[config.mk]
export PLATFORM = sky130hd
export DESIGN_NAME = fetch_unit
export DESIGN_NICKNAME = d
export VERILOG_FILES = /design/src/rtl/cpu_types_pkg.sv /design/src/rtl/fetch_buffer.sv /design/src/rtl/fetch_unit.sv
export SDC_FILE = /design/constraint.sdc
export NUM_CORES = 1
export LEC_CHECK = 0
export CAP_MARGIN = 20
export CORE_ASPECT_RATIO = 2
export CORE_MARGIN = 1
export CORE_UTILIZATION = 40
export DETAILED_ROUTE_END_ITERATION = 10
export PLACE_DENSITY = 0.66
export SLEW_MARGIN = 20
export SYNTH_ARGS = -nofsm -noshare
export SYNTH_HDL_FRONTEND = slang
export SYNTH_SLANG_ARGS = --single-unit
[constraint.sdc]
create_clock -name CLK -period 5.2 [get_ports CLK]
set_input_delay 1.04 -clock CLK [delete_from_list [all_inputs] [get_ports CLK]]
set_output_delay 1.04 -clock CLK [all_outputs]
set_load 0.005 [all_outputs]
[src/rtl/cpu_types_pkg.sv]
// Shared CPU types: machine word and fetch-stage state encoding.
package cpu_types_pkg;

   typedef logic [31:0] word_t;

   typedef enum logic [1:0] {
      FETCH,
      SQUASH,
      HALTED
   } fetch_state_t;

   localparam word_t PC_STEP = 32'd4;

endpackage

[src/rtl/fetch_buffer.sv]
// One-entry skid register holding a fetched {instr, pc4} while decode stalls.
module fetch_buffer
   import cpu_types_pkg::*;
(
   input  logic  clk_i,
   input  logic  rst_i,
   input  logic  load_i,
   input  logic  drain_i,
   input  logic  clear_i,
   input  word_t instr_i,
   input  word_t pc4_i,
   output logic  valid_o,
   output word_t instr_o,
   output word_t pc4_o
);

   logic  valid_q;
   word_t instr_q;
   word_t pc4_q;

   always_ff @(posedge clk_i or posedge rst_i) begin
      if (rst_i) begin
         valid_q <= 1'b0;
         instr_q <= '0;
         pc4_q   <= '0;
      end else if (clear_i || drain_i) begin
         valid_q <= 1'b0;
      end else if (load_i) begin
         valid_q <= 1'b1;
         instr_q <= instr_i;
         pc4_q   <= pc4_i;
      end
   end

   assign valid_o = valid_q;
   assign instr_o = instr_q;
   assign pc4_o   = pc4_q;

endmodule

[src/rtl/fetch_unit.sv]
// Instruction-fetch stage: PC, icache request, redirect/halt handling.
module fetch_unit
   import cpu_types_pkg::*;
#(
   parameter word_t PC_INIT = 32'h0000_0000
) (
   input  logic  CLK,
   input  logic  RST,
   input  logic  ihit,
   input  word_t iload,
   output logic  imemREN,
   output word_t imemaddr,
   input  logic  pc_stall,
   input  logic  redirect_valid,
   input  word_t redirect_pc,
   input  logic  halt_req,
   output word_t instr_fet,
   output word_t pc4_fet,
   output logic  fet_valid,
   output logic  halted
);

   fetch_state_t state_q;
   word_t        pc_q;
   word_t        pend_pc_q;
   logic         pend_halt_q;

   word_t        pend_pc_d;
   logic         pend_halt_d;
   word_t        pc_inc;
   logic         in_fetch;
   logic         miss;
   logic         take;

   logic         buf_valid;
   word_t        buf_instr;
   word_t        buf_pc4;
   logic         buf_load;
   logic         buf_drain;
   logic         buf_clear;

   assign pc_inc   = pc_q + PC_STEP;
   assign in_fetch = (state_q == FETCH);
   assign imemREN  = (state_q != HALTED) && !buf_valid;
   assign imemaddr = pc_q;
   assign miss     = imemREN && !ihit;
   assign take     = ihit && imemREN;
   assign halted   = (state_q == HALTED);

   assign fet_valid = !redirect_valid &&
                      (buf_valid || (in_fetch && take));
   assign instr_fet = buf_valid ? buf_instr : iload;
   assign pc4_fet   = buf_valid ? buf_pc4 : pc_inc;

   // A redirect in SQUASH replaces the target and cancels any pending halt.
   assign pend_pc_d   = redirect_valid ? redirect_pc : pend_pc_q;
   assign pend_halt_d = !redirect_valid && (pend_halt_q || halt_req);

   assign buf_clear = in_fetch && (redirect_valid || halt_req);
   assign buf_drain = in_fetch && buf_valid && !pc_stall;
   assign buf_load  = in_fetch && take && pc_stall;

   fetch_buffer u_buf (
      .clk_i   (CLK),
      .rst_i   (RST),
      .load_i  (buf_load),
      .drain_i (buf_drain),
      .clear_i (buf_clear),
      .instr_i (iload),
      .pc4_i   (pc_inc),
      .valid_o (buf_valid),
      .instr_o (buf_instr),
      .pc4_o   (buf_pc4)
   );

   always_ff @(posedge CLK or posedge RST) begin
      if (RST) begin
         state_q     <= FETCH;
         pc_q        <= PC_INIT;
         pend_pc_q   <= '0;
         pend_halt_q <= 1'b0;
      end else begin
         case (state_q)
            FETCH: begin
               if (redirect_valid) begin
                  if (miss) begin
                     pend_pc_q <= redirect_pc;
                     state_q   <= SQUASH;
                  end else begin
                     pc_q <= redirect_pc;
                  end
               end else if (halt_req) begin
                  if (miss) begin
                     pend_halt_q <= 1'b1;
                     state_q     <= SQUASH;
                  end else begin
                     state_q <= HALTED;
                  end
               end else if (take) begin
                  pc_q <= pc_inc;
               end
            end
            SQUASH: begin
               if (ihit) begin
                  pend_halt_q <= 1'b0;
                  if (pend_halt_d) begin
                     state_q <= HALTED;
                  end else begin
                     pc_q    <= pend_pc_d;
                     state_q <= FETCH;
                  end
               end else begin
                  pend_pc_q   <= pend_pc_d;
                  pend_halt_q <= pend_halt_d;
               end
            end
            default: begin
               state_q <= HALTED;
            end
         endcase
      end
   end

endmodule

-- After elaboration in Yosys (flattened, before gate mapping)
Cells that the tools add are included.
- logic and storage cells: 78
- input bits: 70
- flip-flop bits (word level): 132
- equal/unequal tests: 15
- add/subtract/negate cells: 1
- bitwise gates (word level): 1
- mux-type cells: 28
- reductions and logical operators: 26
- operators by type and width (operator ; number):
    two-way mux 32 bit ; 12
    case mux 32 bit (2 select lines) ; 2
    adder 32 x 3 -> 32 bit, second input constant ; 1
    inequality test 2 bit, second input constant ; 7
    two-way mux 2 bit ; 6
    logical AND 1 bit ; 10
    inequality test 3 bit, second input constant ; 3
    AND reduction 4 bit ; 2
    two-way mux 1 bit ; 6
    inequality test 3 x 2 -> 1 bit, second input constant ; 2
    AND reduction 6 bit ; 1
    logical NOT 1 bit ; 4
    logical OR 1 bit ; 4
    case mux 2 bit (2 select lines) ; 1
    nonzero test 2 bit ; 2
    AND reduction 3 bit ; 1
    == test 2 x 1 -> 1 bit, second input constant ; 1
    == test 2 bit, second input constant ; 1
    logical NOT 2 bit ; 1
    inequality test 2 x 1 -> 1 bit, second input constant ; 1
    case mux 1 bit (2 select lines) ; 1
    AND reduction 2 bit ; 1
    inverter 1 bit ; 1

-- Logic depth before layout (Yosys ltp)
Gate-level depths: netlist of the first run.
- word-level depth: 7
- mapped depth: 8
- gate-level depth less buffers: 6

-- By module
Synthesis of the first run repeated with hierarchy kept, for this count alone.
- cells, all modules: 661
- area total of the unflattened synthesis: 7516.0 sq um
- by module, submodules not included (module ; area each (sq um) ; times used ; cells an instance):
    fetch_unit ; 4787.1 ; 1 ; 521
    fetch_buffer ; 2728.9 ; 1 ; 140

-- Least setup slack after synthesis of the first run
No wires, ideal clock.
- path type: register to output
- from: register pc_q[2] (netlist: imemaddr[2])
- to: output pc4_fet[28]
- setup slack: 2.156 ns
- stages on the path, launching flop included: 7
- data required time: 4.160 ns
- data arrival time: 2.004 ns
- cells stage by stage: dfrtp_1 ha_1 nand3_4 nor4_4 nand4_1 xnor2_1 mux2_2
- longest elaborated chain between the ends: 2
- ends and longest elaborated chain (element ; RTL line ; RTL):
    from (decl) ; fetch_unit.sv:24 ; word_t pc_q;
    from (signal assigned) ; fetch_unit.sv:90 ; pc_q <= redirect_pc;
    from (signal assigned) ; fetch_unit.sv:100 ; pc_q <= pc_inc;
    from (signal assigned) ; fetch_unit.sv:109 ; pc_q <= pend_pc_d;
    adder 32 x 3 -> 32 bit ; fetch_unit.sv:42 ; assign pc_inc = pc_q + PC_STEP;
    two-way mux 32 bit ; fetch_unit.sv:53 ; assign pc4_fet = buf_valid ? buf_pc4 : pc_inc;
    to (decl) ; fetch_unit.sv:18 ; output word_t pc4_fet,
Every way passes these cells.

-- Worst setup path in the final report of the first run
Ends and elaborated chain as after synthesis.

==> results of run 1 <==
## stage by stage
stage	setup slack, ns	hold WS (ns)	power, uW
4_1_cts	0.792	0.485	2670
3_3_place_gp	1.35	0.466	1380
3_5_place_dp	1.26	0.473	1390
2_1_floorplan	0.634	0.451	1200
5_1_grt	0.652	0.509	2730
6_report	0.793	0.482	2630
## cell families after synthesis
kind of cell,after synthesis,share of synthesized area
adder cells (fa/ha/maj),1,0.00173
XOR/XNOR,28,0.0340
buffers and inverters,75,0.0426
multiplexers,148,0.229
AND/OR/NAND/NOR,159,0.120
AO/OA/AOI/OAI,130,0.116
flip-flops,132,0.457
## critical path: stages, from the launching register on
cell             delay [ns]
dfrtp_1                0.51
ha_1                   0.34
nand3_4                0.16
nor4_4                 0.68
nand4_1                0.30
xnor2_1                0.27
mux2_2                 0.19
clkdlybuf4s50_1        0.49
## cells in the final DEF, fill, tap and decap left out, types with 17 or more instances in the layout
cell               n
nor2_1            45
o21ai_0           22
dfrtp_1          131
xnor2_1           22
nand2_1           36
clkdlybuf4s50_1  167
clkbuf_16         17
inv_1             21
mux2_2           135
a21oi_1           46
## state kept, by name (all words and copies together) (netlist names)
signal and count:
imemaddr 32, pend_pc_q 32, u_buf.instr_o 32, u_buf.pc4_o 32, state_q 2, pend_halt_q 1
u_buf.valid_o 1
## how the worst min path moves through the flow
stage                     slack (ns)  cells after the start                        end
after floorplan                 0.45                      2  pend_pc_q[13]$_DFFE_PP0P_
after global placement          0.47                      2  pend_pc_q[13]$_DFFE_PP0P_
after detailed placement        0.47                      2  pend_pc_q[13]$_DFFE_PP0P_
after CTS                       0.49                      2  pend_pc_q[13]$_DFFE_PP0P_
after global routing            0.51                      1   pend_pc_q[0]$_DFFE_PP0P_
final                           0.48                      2  pend_pc_q[13]$_DFFE_PP0P_
## power breakdown
part	internal (uW)	switching, uW	leakage, uW	total, uW
logic	169	121	0.00206	289
registers	1040	33.3	0.00177	1080
clock network	810	459	0.000300	1270
## per-layer routing
layer	track usage	up-vias
met5	0	-
met4	0.108	0
met3	0.0437	37
met2	0.380	188
met1	0.250	2909
li1	-	2711
## final cells by class
type / count / area, um2 / area share
sequential: 132 / 3310 / 0.342
inverter: 22 / 87.6 / 0.00906
timing repair buffer: 178 / 1750 / 0.181
tap: 213 / 267 / 0.0276
clock buffer: 22 / 484 / 0.0501
clock inverter: 10 / 144 / 0.0149
multi-input combinational: 466 / 3620 / 0.375
==> flow_metrics.env, run 1 <==
export IMPL_slew_violations=0
export IMPL_async_reset_ff_frac=1.00
export IMPL_wl_per_cell_um=18.8
export IMPL_antenna_found_initial=0
export IMPL_die_area_um2=18600
export IMPL_fin_nets=888
export IMPL_critPathRequiredTime_ns=4.16
export IMPL_synth_top_cells_by_area="dfrtp_1 46%, mux2_2 21%, a21oi_1 3.2%, xnor2_1 2.7%, nor2_1 2.4%"
export IMPL_ys_types=58
export IMPL_r2r_setup_slack_ns=2.54
export IMPL_fin_skew_ns=0.0103
export IMPL_top_layer="met4"
export IMPL_io_buffers=168
export IMPL_drt_wl_total_um=19600
export IMPL_seq_area_frac_synth=0.457
export IMPL_stdcell_count=1043
export IMPL_grt_pass1_vias=5864
export IMPL_p_per_area_nw_per_um2=273
export IMPL_p_leak_uw=0.00414
export IMPL_m1WireLength_um=7680
export IMPL_min_period_ns=4.41
export IMPL_hp_start="pend_pc_q[13]$_DFFE_PP0P_"
export IMPL_area_growth_pct=33.8
export IMPL_clockRootBuffer="clkbuf_16"
export IMPL_drtAntennaViolNets=0
export IMPL_syn_area_per_cell_um2=10.7
export IMPL_clk_pin_slew_ns=0.06
export IMPL_cts_hold_buf=0
export IMPL_gp_congestion=0.885
export IMPL_tightest_slew_ns=1.14
export IMPL_placementRows=69
export IMPL_fmax_mhz=227
export IMPL_finalHoldViolCount=0
export IMPL_fillerInstances=1573
export IMPL_tns_ns=0
export IMPL_hpwl_um=14000
export IMPL_postPlaceCellArea_um2=9040
export IMPL_synth_ff_type="dfrtp_1"
export IMPL_cts_path_max_buffers=2
export IMPL_h_tree_depth=4
export IMPL_wl_met2_um=10300
export IMPL_dp_cells=1011
export IMPL_grtUsageTotal=0.217
export IMPL_status="completed"
export IMPL_r2r_end="imemaddr[26]$_DFFE_PP0P_"
export IMPL_synth_top_cell_by_area="dfrtp_1"
export IMPL_yosysWarnings=0
export IMPL_cp_max_fo=10
export IMPL_startpoint="imemaddr[2]$_DFFE_PP0P_"
export IMPL_grt_max_degree=103
export IMPL_synth_top_area_share=0.457
export IMPL_initial_core_util=0.408
export IMPL_yosys_register_bits=132
export IMPL_reg2regPathDepth=6
export IMPL_dieHeight_um=192
export IMPL_vias_per_cell=5.60
export IMPL_postCtsSetupBuffers=0
export IMPL_grt_overflow=0
export IMPL_cp_end_kind="output pin"
export IMPL_setup_viol=0
export IMPL_clock_latency_ns=0.42
export IMPL_ir_worst_vdd_mv=0.203
export IMPL_max_slew_margin=0.241
export IMPL_n_antenna_cell=0
export IMPL_num_vias=5845
export IMPL_die_x_um=97.0
export IMPL_cts_resized=0
export IMPL_crit_arrival_ns=3.37
export IMPL_rsz0062_at_grt="no"
export IMPL_ios=169
export IMPL_synth_edf_count=0
export IMPL_first_pass_iters=5
export IMPL_fin_util=0.546
export IMPL_cp_start_kind="flop"
export IMPL_finalInstanceArea_um2=9660
export IMPL_r2r_start="state_q[0]$_DFFE_PP0P_"
export IMPL_syn_area_um2=7220
export IMPL_netlist_instances=673
export IMPL_cap_violations=0
export IMPL_synth_commonest_cells="135 x mux2_2, 132 x dfrtp_1, 46 x a21oi_1, 46 x nor2_1, 36 x nand2_1"
export IMPL_cts_sinks=132
export IMPL_detail_route_iter0_violations=350
export IMPL_drc=0
export IMPL_period_share=0.848
export IMPL_met3_length_um=866
export IMPL_cts_inserted_buffers=17
export IMPL_syn_nets=744
export IMPL_core_um2=17700
export IMPL_path_class="flop to output pin"
export IMPL_synth_most_common_cell="mux2_2"
export IMPL_hp_class="flop to flop"
export IMPL_worstSetupEndpoint="pc4_fet[28]"
export IMPL_cts_tree="yes"
export IMPL_layout_drive_gt1_share=0.231
export IMPL_grt_pass1_wl_um=31600
Note: power is estimated with default switching activity, not from simulation.
==> run 2, diff against run 1 <==
- PLACE_DENSITY: 0.66 -> 0.69
- clock period: 5.2 -> 3.7 ns (I/O delays scaled with it)
==> run 2 against run 1 <==
Compared with the run above:
- clock skew hardly changed
- total power is 34% higher
- combinational power is 45% higher
- critical path type unchanged
==> flow_metrics.env, run 2 (synthesized netlist as in run 1, its figures left out) <==
export IMPL_hpwl_um=13600
export IMPL_gp_congestion=0.947
export IMPL_hp_class="flop to flop"
export IMPL_p_per_area_nw_per_um2=360
export IMPL_detail_route_iter0_violations=260
export IMPL_clockRootBuffer="clkbuf_16"
export IMPL_die_x_um=97.0
export IMPL_drtAntennaViolNets=0
export IMPL_cp_start_kind="flop"
export IMPL_stdcell_count=1057
export IMPL_cap_violations=0
export IMPL_cp_max_fo=8
export IMPL_period_share=0.960
export IMPL_vias_per_cell=5.50
export IMPL_p_leak_uw=0.00418
export IMPL_cts_sinks=132
export IMPL_area_growth_pct=35.2
export IMPL_placementRows=69
export IMPL_grt_pass1_wl_um=31100
export IMPL_fmax_mhz=281
export IMPL_h_tree_depth=4
export IMPL_holdPathStages=2
export IMPL_r2r_setup_slack_ns=1.18
export IMPL_max_slew_margin=0.344
export IMPL_core_um2=17700
export IMPL_cts_path_max_buffers=2
export IMPL_ir_worst_vdd_mv=0.267
export IMPL_tightest_slew_ns=0.984
export IMPL_ios=169
export IMPL_r2r_end="imemaddr[28]$_DFFE_PP0P_"
export IMPL_multi_input_area_um2=3650
export IMPL_fin_util=0.552
export IMPL_drt_wl_total_um=19400
export IMPL_grt_pass1_vias=5799
export IMPL_finalWorstSetupSlack_ns=0.147
export IMPL_clock_latency_ns=0.42
export IMPL_cts_inserted_buffers=17
export IMPL_drc=0
export IMPL_dp_cells=1020
export IMPL_wl_per_cell_um=18.3
export IMPL_first_pass_iters=4
export IMPL_initial_core_util=0.408
export IMPL_path_class="flop to output pin"
export IMPL_crit_arrival_ns=2.81
export IMPL_slew_violations=0
export IMPL_register_area_um2=3320
export IMPL_cts_tree="yes"
export IMPL_startpoint="imemaddr[12]$_DFFE_PP0P_"
export IMPL_io_buffers=168
export IMPL_n_antenna_cell=0
export IMPL_final_common_cell="clkdlybuf4s50_1"
export IMPL_r2r_start="u_buf.valid_o$_DFFE_PP0P_"
export IMPL_clk_pin_slew_ns=0.06
export IMPL_grtUsageTotal=0.213
export IMPL_cp_end_kind="output pin"
export IMPL_setup_viol=0
export IMPL_reg2regPathDepth=5
export IMPL_die_area_um2=18600
export IMPL_finalHoldViolCount=0
export IMPL_fin_skew_ns=0.00989
export IMPL_critPathRequiredTime_ns=2.96
export IMPL_layout_drive_gt1_share=0.259
export IMPL_grt_overflow=0
export IMPL_grt_max_degree=80
export IMPL_fin_nets=902
export IMPL_worstSetupEndpoint="pc4_fet[19]"
export IMPL_dp_worst_setup_slack_ns=0.203
export IMPL_num_vias=5810
export IMPL_rsz0062_at_grt="yes"
export IMPL_status="completed"
export IMPL_dieHeight_um=192
export IMPL_min_period_ns=3.55
export IMPL_antenna_found_initial=0
export IMPL_final_cell_mix="167 x clkdlybuf4s50_1, 135 x mux2_2, 122 x dfrtp_1, 46 x a21oi_1, 45 x nor2_1"
export IMPL_fillerInstances=1558
run 2: cell types whose count changed in the layout (fill, tap and decap cells not counted), moves of 3 or more:
| cell | before | now |
|---|---|---|
| buf_4 | 10 | 21 |
| dfrtp_1 | 131 | 122 |
| dfrtp_2 | 0 | 9 |
| clkinv_4 | 0 | 4 |
| bufinv_16 | 3 | 0 |
| clkbuf_8 | 4 | 1 |
run 2: area by class of cell:
cell class,count,share of cell area
tap,213,0.0273
timing repair buffer,192,0.193
clock inverter,14,0.0120
sequential,132,0.340
inverter,22,0.00885
multi-input combinational,466,0.374
clock buffer,18,0.0450
run 2: power breakdown:
part / internal (uW) / leakage (uW) / total, uW / switching, uW
registers: 1470 / 0.00176 / 1510 / 43.8
logic: 244 / 0.00215 / 419 / 174
clock network: 890 / 0.000261 / 1590 / 699
run 2: what timing repair did:
item / in CTS / in global routing
hold endpoints to repair: 0 / 0
gates cloned: 0 / 1
gates resized for setup: 1 / 12
endpoints found under the setup margin: 8 / 14
pin swaps: 1 / 2
hold buffers: 0 / 0
buffers inserted: 2 / 2
run 2: metal layers:
metal  wire (um)  share of wire  vias up  global-route usage
met5           0              0        -                   0
met4         637          0.033        0               0.101
met3         842          0.043       42              0.0400
met2       10300           0.53      194               0.378
met1        7560           0.39     2831               0.246
li1            -              -     2743                   -
run 2: how the worst min path moves through the flow:
| stage | start | endpoint | slack, ns |
|---|---|---|---|
| global route | pend_pc_q[5]$_DFFE_PP0P_ | pend_pc_q[5]$_DFFE_PP0P_ | 0.51 |
| CTS | pend_pc_q[13]$_DFFE_PP0P_ | pend_pc_q[13]$_DFFE_PP0P_ | 0.50 |
| detailed placement | pend_pc_q[13]$_DFFE_PP0P_ | pend_pc_q[13]$_DFFE_PP0P_ | 0.48 |
| global placement | pend_pc_q[13]$_DFFE_PP0P_ | pend_pc_q[13]$_DFFE_PP0P_ | 0.47 |
| floorplan | pend_pc_q[13]$_DFFE_PP0P_ | pend_pc_q[13]$_DFFE_PP0P_ | 0.45 |
| finish | pend_pc_q[13]$_DFFE_PP0P_ | pend_pc_q[13]$_DFFE_PP0P_ | 0.49 |
run 2: critical path, stage by stage, from the launching register on:
cell and delay (ns):
dfrtp_2 0.44, nand4_1 0.21, nor4_4 0.36, clkdlybuf4s15_2 0.32, nand2_1 0.10, xnor2_1 0.16
mux2i_1 0.25, clkdlybuf4s50_1 0.56
run 2: through the flow:
stage,instance area [um2],hold slack (ns),TNS (ns),total power [uW]
after CTS,9700,0.497,0,3560
after global routing,9760,0.510,-0.0306,3660
after floorplan,7230,0.451,0,1680
final,9760,0.488,0,3520
after detailed placement,9130,0.483,0,1950
after global placement,9130,0.465,0,1950
